### src/rtl/hazard_forward_ctrl_if.sv
// ID-stage request and pipeline-control response bundle for hazard_forward_ctrl.
// master = ID/fetch side, slave = the controller.
interface hazard_forward_ctrl_if #(
  parameter int unsigned AW = 5
);
  logic          id_valid;
  logic [AW-1:0] id_ra;
  logic [AW-1:0] id_rb;
  logic          id_use_a;
  logic          id_use_b;
  logic          id_imm_sel;
  logic [AW-1:0] id_rw;
  logic          id_wr_en;
  logic          id_is_load;
  logic          flush;

  logic          id_stall;
  logic [AW-1:0] bank_ra;
  logic [AW-1:0] bank_rb;
  logic [1:0]    mux_sel_A;
  logic [1:0]    mux_sel_B;
  logic          imm_sel;
  logic [AW-1:0] rw_dm;
  logic          op_valid;
  logic          ex_valid;
  logic          dm_valid;
  logic          wb_valid;

  modport master (
    output id_valid, id_ra, id_rb, id_use_a, id_use_b, id_imm_sel,
           id_rw, id_wr_en, id_is_load, flush,
    input  id_stall, bank_ra, bank_rb, mux_sel_A, mux_sel_B, imm_sel,
           rw_dm, op_valid, ex_valid, dm_valid, wb_valid
  );

  modport slave (
    input  id_valid, id_ra, id_rb, id_use_a, id_use_b, id_imm_sel,
           id_rw, id_wr_en, id_is_load, flush,
    output id_stall, bank_ra, bank_rb, mux_sel_A, mux_sel_B, imm_sel,
           rw_dm, op_valid, ex_valid, dm_valid, wb_valid
  );
endinterface

### src/rtl/hazard_forward_ctrl.sv
// Pipeline sequencer: tracks OP/EX/DM/WB destinations, selects operand forwarding
// and stalls ID on load-use (or any RAW hazard when forwarding is disabled).
module hazard_forward_ctrl #(
  parameter int unsigned AW     = 5,
  parameter bit          FWD_EN = 1'b1
) (
  input logic             clk,
  input logic             rst,
  hazard_forward_ctrl_if.slave bus
);

  typedef struct packed {
    logic          valid;
    logic [AW-1:0] ra;
    logic [AW-1:0] rb;
    logic          use_a;
    logic          use_b;
    logic          imm_sel;
    logic [AW-1:0] rw;
    logic          wr_en;
    logic          is_load;
  } stage_t;

  stage_t op_q, op_d, ex_q, ex_d, dm_q, dm_d, wb_q, wb_d, id_s;

  logic ex_wr, dm_wr, wb_wr;
  logic live_a, live_b;
  logic ex_hit_a, dm_hit_a, wb_hit_a, ex_hit_b, dm_hit_b, wb_hit_b;
  logic ld_a, ld_b;
  logic stall;

  // Youngest producer wins; a load still in EX cannot forward yet.
  function automatic logic [1:0] prio(input logic live, input logic hex,
                                      input logic hdm, input logic hwb);
    if (!live) return 2'b00;
    if (hex)   return 2'b01;
    if (hdm)   return 2'b10;
    if (hwb)   return 2'b11;
    return 2'b00;
  endfunction

  always_comb begin
    ex_wr = ex_q.valid && ex_q.wr_en && (ex_q.rw != '0);
    dm_wr = dm_q.valid && dm_q.wr_en && (dm_q.rw != '0);
    wb_wr = wb_q.valid && wb_q.wr_en && (wb_q.rw != '0);

    live_a = op_q.valid && op_q.use_a && (op_q.ra != '0);
    live_b = op_q.valid && op_q.use_b && (op_q.rb != '0);

    ex_hit_a = ex_wr && (ex_q.rw == op_q.ra);
    dm_hit_a = dm_wr && (dm_q.rw == op_q.ra);
    wb_hit_a = wb_wr && (wb_q.rw == op_q.ra);
    ex_hit_b = ex_wr && (ex_q.rw == op_q.rb);
    dm_hit_b = dm_wr && (dm_q.rw == op_q.rb);
    wb_hit_b = wb_wr && (wb_q.rw == op_q.rb);

    ld_a = live_a && ex_hit_a && ex_q.is_load;
    ld_b = live_b && ex_hit_b && ex_q.is_load;

    stall = 1'b0;
    if (FWD_EN) begin
      stall = ld_a || ld_b;
    end else begin
      stall = (live_a && (ex_hit_a || dm_hit_a || wb_hit_a)) ||
              (live_b && (ex_hit_b || dm_hit_b || wb_hit_b));
    end
    if (bus.flush) stall = 1'b0;
  end

  always_comb begin
    id_s = '{valid: bus.id_valid, ra: bus.id_ra, rb: bus.id_rb,
             use_a: bus.id_use_a, use_b: bus.id_use_b, imm_sel: bus.id_imm_sel,
             rw: bus.id_rw, wr_en: bus.id_wr_en, is_load: bus.id_is_load};
    wb_d = dm_q;
    dm_d = ex_q;
    ex_d = op_q;
    op_d = id_s;
    if (bus.flush) begin
      ex_d = '0;
      op_d = '0;
    end else if (stall) begin
      ex_d = '0;
      op_d = op_q;
    end
  end

  always_ff @(posedge clk or posedge rst) begin
    if (rst) begin
      op_q <= '0;
      ex_q <= '0;
      dm_q <= '0;
      wb_q <= '0;
    end else begin
      op_q <= op_d;
      ex_q <= ex_d;
      dm_q <= dm_d;
      wb_q <= wb_d;
    end
  end

  // During a stall the bank re-latches the held OP sources so its AR/BR stay current.
  assign bus.bank_ra   = stall ? op_q.ra : bus.id_ra;
  assign bus.bank_rb   = stall ? op_q.rb : bus.id_rb;
  assign bus.mux_sel_A = FWD_EN ? prio(live_a, ex_hit_a && !ex_q.is_load, dm_hit_a, wb_hit_a) : 2'b00;
  assign bus.mux_sel_B = FWD_EN ? prio(live_b, ex_hit_b && !ex_q.is_load, dm_hit_b, wb_hit_b) : 2'b00;
  assign bus.imm_sel   = op_q.imm_sel;
  assign bus.rw_dm     = dm_wr ? dm_q.rw : '0;
  assign bus.id_stall  = stall;
  assign bus.op_valid  = op_q.valid;
  assign bus.ex_valid  = ex_q.valid;
  assign bus.dm_valid  = dm_q.valid;
  assign bus.wb_valid  = wb_q.valid;

  logic unused_wb_fields;
  assign unused_wb_fields = ^{wb_q.ra, wb_q.rb, wb_q.use_a, wb_q.use_b,
                              wb_q.imm_sel, wb_q.is_load};

endmodule

### src/flat_wrapper.sv
// flat-port wrapper written by rule: the top's interface ports become plain ports
module hazard_forward_ctrl_flat 
#(
  parameter int unsigned AW     = 5,
  parameter bit          FWD_EN = 1'b1
)
  (clk, rst, bus_id_valid, bus_id_ra, bus_id_rb, bus_id_use_a, bus_id_use_b, bus_id_imm_sel, bus_id_rw, bus_id_wr_en, bus_id_is_load, bus_flush, bus_id_stall, bus_bank_ra, bus_bank_rb, bus_mux_sel_A, bus_mux_sel_B, bus_imm_sel, bus_rw_dm, bus_op_valid, bus_ex_valid, bus_dm_valid, bus_wb_valid);
  hazard_forward_ctrl_if #(.AW(AW)) bus_i ();
  input logic clk;
  input logic rst;
  input wire logic [$bits(bus_i.id_valid)-1:0] bus_id_valid;
  input wire logic [$bits(bus_i.id_ra)-1:0] bus_id_ra;
  input wire logic [$bits(bus_i.id_rb)-1:0] bus_id_rb;
  input wire logic [$bits(bus_i.id_use_a)-1:0] bus_id_use_a;
  input wire logic [$bits(bus_i.id_use_b)-1:0] bus_id_use_b;
  input wire logic [$bits(bus_i.id_imm_sel)-1:0] bus_id_imm_sel;
  input wire logic [$bits(bus_i.id_rw)-1:0] bus_id_rw;
  input wire logic [$bits(bus_i.id_wr_en)-1:0] bus_id_wr_en;
  input wire logic [$bits(bus_i.id_is_load)-1:0] bus_id_is_load;
  input wire logic [$bits(bus_i.flush)-1:0] bus_flush;
  output wire logic [$bits(bus_i.id_stall)-1:0] bus_id_stall;
  output wire logic [$bits(bus_i.bank_ra)-1:0] bus_bank_ra;
  output wire logic [$bits(bus_i.bank_rb)-1:0] bus_bank_rb;
  output wire logic [$bits(bus_i.mux_sel_A)-1:0] bus_mux_sel_A;
  output wire logic [$bits(bus_i.mux_sel_B)-1:0] bus_mux_sel_B;
  output wire logic [$bits(bus_i.imm_sel)-1:0] bus_imm_sel;
  output wire logic [$bits(bus_i.rw_dm)-1:0] bus_rw_dm;
  output wire logic [$bits(bus_i.op_valid)-1:0] bus_op_valid;
  output wire logic [$bits(bus_i.ex_valid)-1:0] bus_ex_valid;
  output wire logic [$bits(bus_i.dm_valid)-1:0] bus_dm_valid;
  output wire logic [$bits(bus_i.wb_valid)-1:0] bus_wb_valid;
  assign bus_i.id_valid = bus_id_valid;
  assign bus_i.id_ra = bus_id_ra;
  assign bus_i.id_rb = bus_id_rb;
  assign bus_i.id_use_a = bus_id_use_a;
  assign bus_i.id_use_b = bus_id_use_b;
  assign bus_i.id_imm_sel = bus_id_imm_sel;
  assign bus_i.id_rw = bus_id_rw;
  assign bus_i.id_wr_en = bus_id_wr_en;
  assign bus_i.id_is_load = bus_id_is_load;
  assign bus_i.flush = bus_flush;
  assign bus_id_stall = bus_i.id_stall;
  assign bus_bank_ra = bus_i.bank_ra;
  assign bus_bank_rb = bus_i.bank_rb;
  assign bus_mux_sel_A = bus_i.mux_sel_A;
  assign bus_mux_sel_B = bus_i.mux_sel_B;
  assign bus_imm_sel = bus_i.imm_sel;
  assign bus_rw_dm = bus_i.rw_dm;
  assign bus_op_valid = bus_i.op_valid;
  assign bus_ex_valid = bus_i.ex_valid;
  assign bus_dm_valid = bus_i.dm_valid;
  assign bus_wb_valid = bus_i.wb_valid;
  hazard_forward_ctrl #(.AW(AW), .FWD_EN(FWD_EN)) u_core (.clk(clk), .rst(rst), .bus(bus_i));
endmodule
### config.mk
export PLATFORM = sky130hd
export DESIGN_NAME = hazard_forward_ctrl_flat
export DESIGN_NICKNAME = d
export VERILOG_FILES = /design/src/rtl/hazard_forward_ctrl_if.sv /design/src/rtl/hazard_forward_ctrl.sv /design/src/flat_wrapper.sv
export SDC_FILE = /design/constraint.sdc
export NUM_CORES = 1
export LEC_CHECK = 0
export CORE_MARGIN = 8
export CORE_UTILIZATION = 45
export CTS_CLUSTER_SIZE = 14
export DETAILED_ROUTE_END_ITERATION = 8
export PLACE_DENSITY = 0.76
export SYNTH_ARGS = -nofsm -noshare
export SYNTH_HDL_FRONTEND = slang
export SYNTH_SLANG_ARGS = --single-unit
### constraint.sdc
create_clock -name clk -period 4.2 [get_ports clk]
set_clock_uncertainty 0.15 [all_clocks]
set_input_delay 1.05 -clock clk [delete_from_list [all_inputs] [get_ports clk]]
set_output_delay 1.05 -clock clk [all_outputs]
set_load 0.01 [all_outputs]
==> flow_summary.toml, run 1 <==
[yosys]
yosys.area.top_type_share = 0.430
synth_area_sq_um = 2500
synth_flop_cell = "dfrtp_1"
yosys.cell_types.count = 35
avgSynthCellArea_sq_um = 11.4
async_reset_ff_frac = 1.00
synth-seq-cells = 43
synth-edff-count = 0
synth_top_cell_by_area = "dfrtp_1"
synthCells = 220
syn_nets = 244
synth_warnings = 0
ys_seq_area_frac = 0.430
yosys-top-cells-area = "dfrtp_1 43%, nand2b_1 9.5%, mux2i_1 8.0%"

[critical_path]
end_kind = "output port"
worstPathMaxFanout = 6
worstSetupPathType = "reg2out"
required_ns = 3.00
critPathLaunchType = "flop"
worstPathArrival_ns = 2.77

[clocking]
clkTransAtPathRegs_ns = 0.08
cts_tree = "yes"
clkSinkCount = 43
cts-root-buf = "clkbuf_8"
clock_path_buffers = 2
clock_latency_ns = 0.29
cts_buffers = 5
cts-htree-levels = 2

[drt]
drc = 0
wl_met3_um = 222
drt_pre_antenna_iters = 4
m1WireLength_mm = 2.22
highest_layer = "met4"
ant_nets = 0
wl_per_cell_um = 15.5
wl_met2_mm = 2.68
wl_mm = 5.24
drtIter0Drc = 62
dr_total_vias = 1713
vias_per_cell = 5.05

[power]
ir_worst_vdd_uv = 222
power_leakage_nw = 1.31
powerDensity_nw_per_um2 = 273

[finish]
area_growth_pct = 26.3
final_util = 0.581
final_common_cell = "dfrtp_1"
most-common-layout-cells = "43 x dfrtp_1, 38 x nand2b_1, 37 x clkdlybuf4s50_1"
stdcell_count = 339
nets = 290
diodes = 0
drive_gt1_frac = 0.172

[sta]
slew_headroom = 0.587
fmax_ghz = 0.252
final-setup-viol-count = 0
max_slew.worst_pin.slew_ns = 0.619
final_max_slew_viol_count = 0
min_period_over_period = 0.946
period_needed_ns = 3.97
grt_setup_unrepaired = "no"
hold_viol_final = 0

[global_route]
grt-ovfl-total = 0
grtUsageTotal = 0.135
grt_pass1_wl_mm = 9.03
grt_pass1_vias = 1812
antenna_found_initial = 0
grt_max_degree = 51

[worst_hold_path]
hold_path.class = "reg2reg"

[floorplanning]
boundaryPins = 49
rows = 27
dieHeight_um = 90.6
die_area_sq_um = 8200
core-area_sq_um = 5440
start_util = 0.460
die_w_um = 90.6

[placed_design]
gp_congestion = 0.891
place_hpwl_mm = 3.93
portBuffers = 48
place_inst = 329

[status]
status = "finished, final reports clean"

[run]
maxCapViolations = 0
[critical path: stages, from the launching register on]
cell,delay (ns)
dfrtp_1,0.53
or4_1,0.19
o211ai_2,0.09
or4_4,0.60
a21oi_4,0.21
buf_4,0.16
buf_12,0.12
mux2_4,0.30
dlygate4sd2_1,0.28
[worst paths after layout]
check | endpoint | slack [ns] | cells after the start | startpoint
worst max-delay path | bus_bank_rb[4] | 0.23 | 8 | u_core.op_q[10]
worst min-delay path | u_core.dm_q[1] | 0.29 | 0 | u_core.dm_d[1]
worst max register to register | u_core.op_q[19] | 1.58 | 6 | u_core.op_q[10]
worst min register to register | u_core.dm_q[1] | 0.29 | 0 | u_core.dm_d[1]
max in group asynchronous | u_core.op_q[11] | 2.13 | 3 | rst
min in group asynchronous | u_core.bus.wb_valid | 0.98 | 2 | rst
[sequential cells by signal, summed over array words and instances (netlist names)]
name,cells
u_core.dm_q,6
u_core.wb_q,6
u_core.bus.imm_sel,1
u_core.dm_d,7
u_core.bus.dm_valid,1
u_core.op_q,19
u_core.bus.wb_valid,1
u_core.bus.ex_valid,1
u_core.bus.op_valid,1
[cells in the mapped netlist (all sizes together) (4+ instances only)]
cell	number
dfrtp	43
nand2b	38
mux2i	20
xnor2	17
xor2	13
buf	11
mux2	10
nor3b	8
nand2	7
clkbuf	6
nor3	6
or4	6
and3	5
a21oi	4
nor2	4
[final cells by class]
| cell class | instances | area [sq um] |
|---|---|---|
| clock buffers | 8 | 100 |
| fillers | 447 | 2280 |
| inverters | 2 | 7.51 |
| multi-input cells | 158 | 1310 |
| flip-flops and latches | 43 | 1080 |
| well taps | 72 | 90.1 |
| repair buffers | 56 | 582 |
[power by group]
| group | total [W] | switching [W] | internal, W |
|---|---|---|---|
| sequential | 0.000458 | 0.0000257 | 0.000432 |
| combinational | 0.000121 | 0.0000498 | 0.0000711 |
| clock | 0.000285 | 0.000135 | 0.000150 |
[layer usage]
metal,global-route usage,vias to the layer above
met4,0.0569,0
met1,0.151,830
met2,0.232,36
met3,0.0382,10
li1,-,837
met5,0,-
[logic make-up (layout without fill, tap and decap cells)]
family / Yosys count / in the layout / synth area share
mux: 30 / 30 / 0.140
compound gates: 12 / 12 / 0.0440
flops: 43 / 43 / 0.430
xor+xnor: 30 / 30 / 0.105
simple gates: 86 / 86 / 0.228
buf+inv: 19 / 66 / 0.0530
[stage by stage]
| stage | TNS, ns | setup WS [ns] | area (sq um) | total power, W | hold WS, ns |
|---|---|---|---|---|---|
| after detailed placement | -3.19 | -0.331 | 3010 | 0.000591 | 0.269 |
| after global placement | -2.95 | -0.307 | 3010 | 0.000588 | 0.245 |
| after floorplan | 0 | 0.546 | 2500 | 0.000538 | 0.224 |
| final | 0 | 0.228 | 3160 | 0.000864 | 0.286 |
| after global routing | 0 | 0.151 | 3160 | 0.000909 | 0.292 |
| after CTS | -0.248 | -0.0593 | 3160 | 0.000873 | 0.284 |
[what timing repair did]
action,4_1_cts,5_1_grt
buffers inserted,1,0
gates cloned,1,0
setup endpoints to repair,10,10
resized for setup,21,2
hold buffers,0,0
Power figures use the tool's default switching activity.
==> run 2, diff against run 1 <==
- MAX_ROUTING_LAYER: default -> met4
- REMOVE_ABC_BUFFERS: default -> 1
==> run 2 against run 1 <==
Sequential share of layout area up 0.52 points. Critical path depth down 2. Sequential cell count unchanged. Register-to-register slack worse by 0.19 ns. Clock-buffer cell count down 2. Critical path type is now in2out.
==> flow_summary.toml, run 2 (synthesized netlist as in run 1, its figures left out) <==
[critical_path]
worstSetupPathType = "in2out"
max_stage_delay_ns = 0.56
cp_common_cell = "dlygate4sd2_1"
worstPathArrival_ns = 2.91
slowest_stage = "or4b_4"
required_ns = 3.00
critPathLaunchType = "input port"
worstPathMaxFanout = 4
path_cells = "dlygate4sd2_1 > or4b_4 > a21oi_4 > bufbuf_16 > mux2_4 > dlygate4sd2_1"
end_kind = "output port"

[floorplanning]
die_w_um = 90.6
dieHeight_um = 90.6
boundaryPins = 49
core-area_sq_um = 5440
die_area_sq_um = 8200
start_util = 0.460
rows = 27

[finish]
area_growth_pct = 24.4
largest_reg_flops = 19
final_util = 0.572
nets = 289
nFillCells = 461
most-common-layout-cells = "43 x dfrtp_1, 38 x nand2b_1, 37 x clkdlybuf4s50_1"
largest-register = "u_core.op_q"
final_common_cell = "dfrtp_1"
diodes = 0
drive_gt1_frac = 0.144

[global_route]
grt.busiest_layer = "met2"
grt-ovfl-total = 0
use_met1 = 0.174
antenna_found_initial = 0
grtUsageTotal = 0.142
grt_pass1_vias = 1770
grt_util_met3 = 0.0274
grt_pass1_wl_mm = 9.17
use_met2 = 0.232
grt_max_degree = 51

[drt]
wl_mm = 5.30
wl_per_cell_um = 15.8
drt_pre_antenna_iters = 4
vias_per_cell = 5.07
dr_total_vias = 1702
drc = 0
ant_nets = 0
drtIter0Drc = 74

[sta]
grt_setup_unrepaired = "no"
max_slew.worst_pin.slew_ns = 0.547
period_needed_ns = 4.11
final-setup-viol-count = 0
min_period_over_period = 0.979
final_max_slew_viol_count = 0
hold_viol_final = 0
slew_headroom = 0.635
fmax_ghz = 0.243

[clocking]
cts-htree-levels = 2
clock_latency_ns = 0.29
cts-root-buf = "clkbuf_8"
clock_path_buffers = 2
clkTransAtPathRegs_ns = 0.07
clkSinkCount = 43
cts_buffers = 5
cts_tree = "yes"
cts_hold_buf = 0

[power]
combPwrFrac = 0.147
powerDensity_nw_per_um2 = 262
power.share.clock = 0.292
power_leakage_nw = 1.29
ir_worst_vdd_uv = 227
p_sw_w = 0.000204
switching_share = 0.250
seqPwrFrac = 0.561
power_w = 0.000816
power.internal_w = 0.000612

[placed_design]
portBuffers = 48
gp_congestion = 0.878
place_hpwl_mm = 3.91

[status]
status = "finished, final reports clean"

[run]
maxCapViolations = 0

[worst_hold_path]
hold_path.class = "reg2reg"
-- run 2: final cells by class --
class,instances,area [sq um],share of cell area
multi-input cells,158,1310,0.419
flip-flops and latches,43,1080,0.346
repair buffers,55,562,0.180
well taps,72,90.1,0.0289
clock buffers,6,72.6,0.0233
inverters,2,7.51,0.00241
-- run 2: metal layers --
layer  routed length [um]  up-vias
met4                   31        0
met2                 2770       38
met1                 2350      828
met3                  153        5
li1                     -      831
met5                    0        -
-- run 2: repair_timing --
action	4_1_cts	5_1_grt
endpoints found under the setup margin	10	0
endpoints found under the hold margin	0	0
gates resized for setup	14	0
buffers inserted	1	0
-- run 2: worst max-delay path: cells and delay by family --
family	cells	cell delay, ns
AOI/OAI and AO/OA	1	0.18
and+or+nand+nor	1	0.56
buffers and inverters	3	0.84
muxes	1	0.29
-- run 2: path summary, 6_finish.rpt --
| path | from | endpoint | slack (ns) | cells after the start |
|---|---|---|---|---|
| max in group asynchronous | rst | u_core.dm_d[3] | 2.48 | 3 |
| worst min register to register | u_core.dm_d[1] | u_core.dm_q[1] | 0.26 | 0 |
| worst max-delay path | bus_flush | bus_bank_ra[2] | 0.09 | 6 |
| worst max register to register | u_core.op_q[11] | u_core.op_q[4] | 1.39 | 6 |
| min in group asynchronous | rst | u_core.op_q[0] | 1.04 | 3 |
| worst min-delay path | u_core.dm_d[1] | u_core.dm_q[1] | 0.26 | 0 |
-- run 2: per-stage QoR --
step | instances | setup slack, ns | hold WS [ns] | TNS (ns) | area (sq um)
2_1_floorplan | 203 | 0.546 | 0.224 | 0 | 2380
3_3_place_gp | 328 | -0.320 | 0.248 | -3.13 | 3010
3_5_place_dp | 328 | -0.373 | 0.248 | -3.49 | 3010
6_report | 336 | 0.0894 | 0.263 | 0 | 3110
4_1_cts | 336 | 0.111 | 0.263 | 0 | 3110
5_1_grt | 336 | 0.0325 | 0.278 | 0 | 3110
-- run 2: power groups by stage --
| stage | Clock (W) | Sequential [W] | Combinational (W) |
|---|---|---|---|
| after floorplan | 0 | 0.000459 | 0.0000694 |
| after global placement | 0 | 0.000466 | 0.000122 |
| after detailed placement | 0 | 0.000466 | 0.000125 |
| after CTS | 0.000246 | 0.000458 | 0.000121 |
| after global routing | 0.000262 | 0.000461 | 0.000133 |
| final | 0.000238 | 0.000458 | 0.000120 |
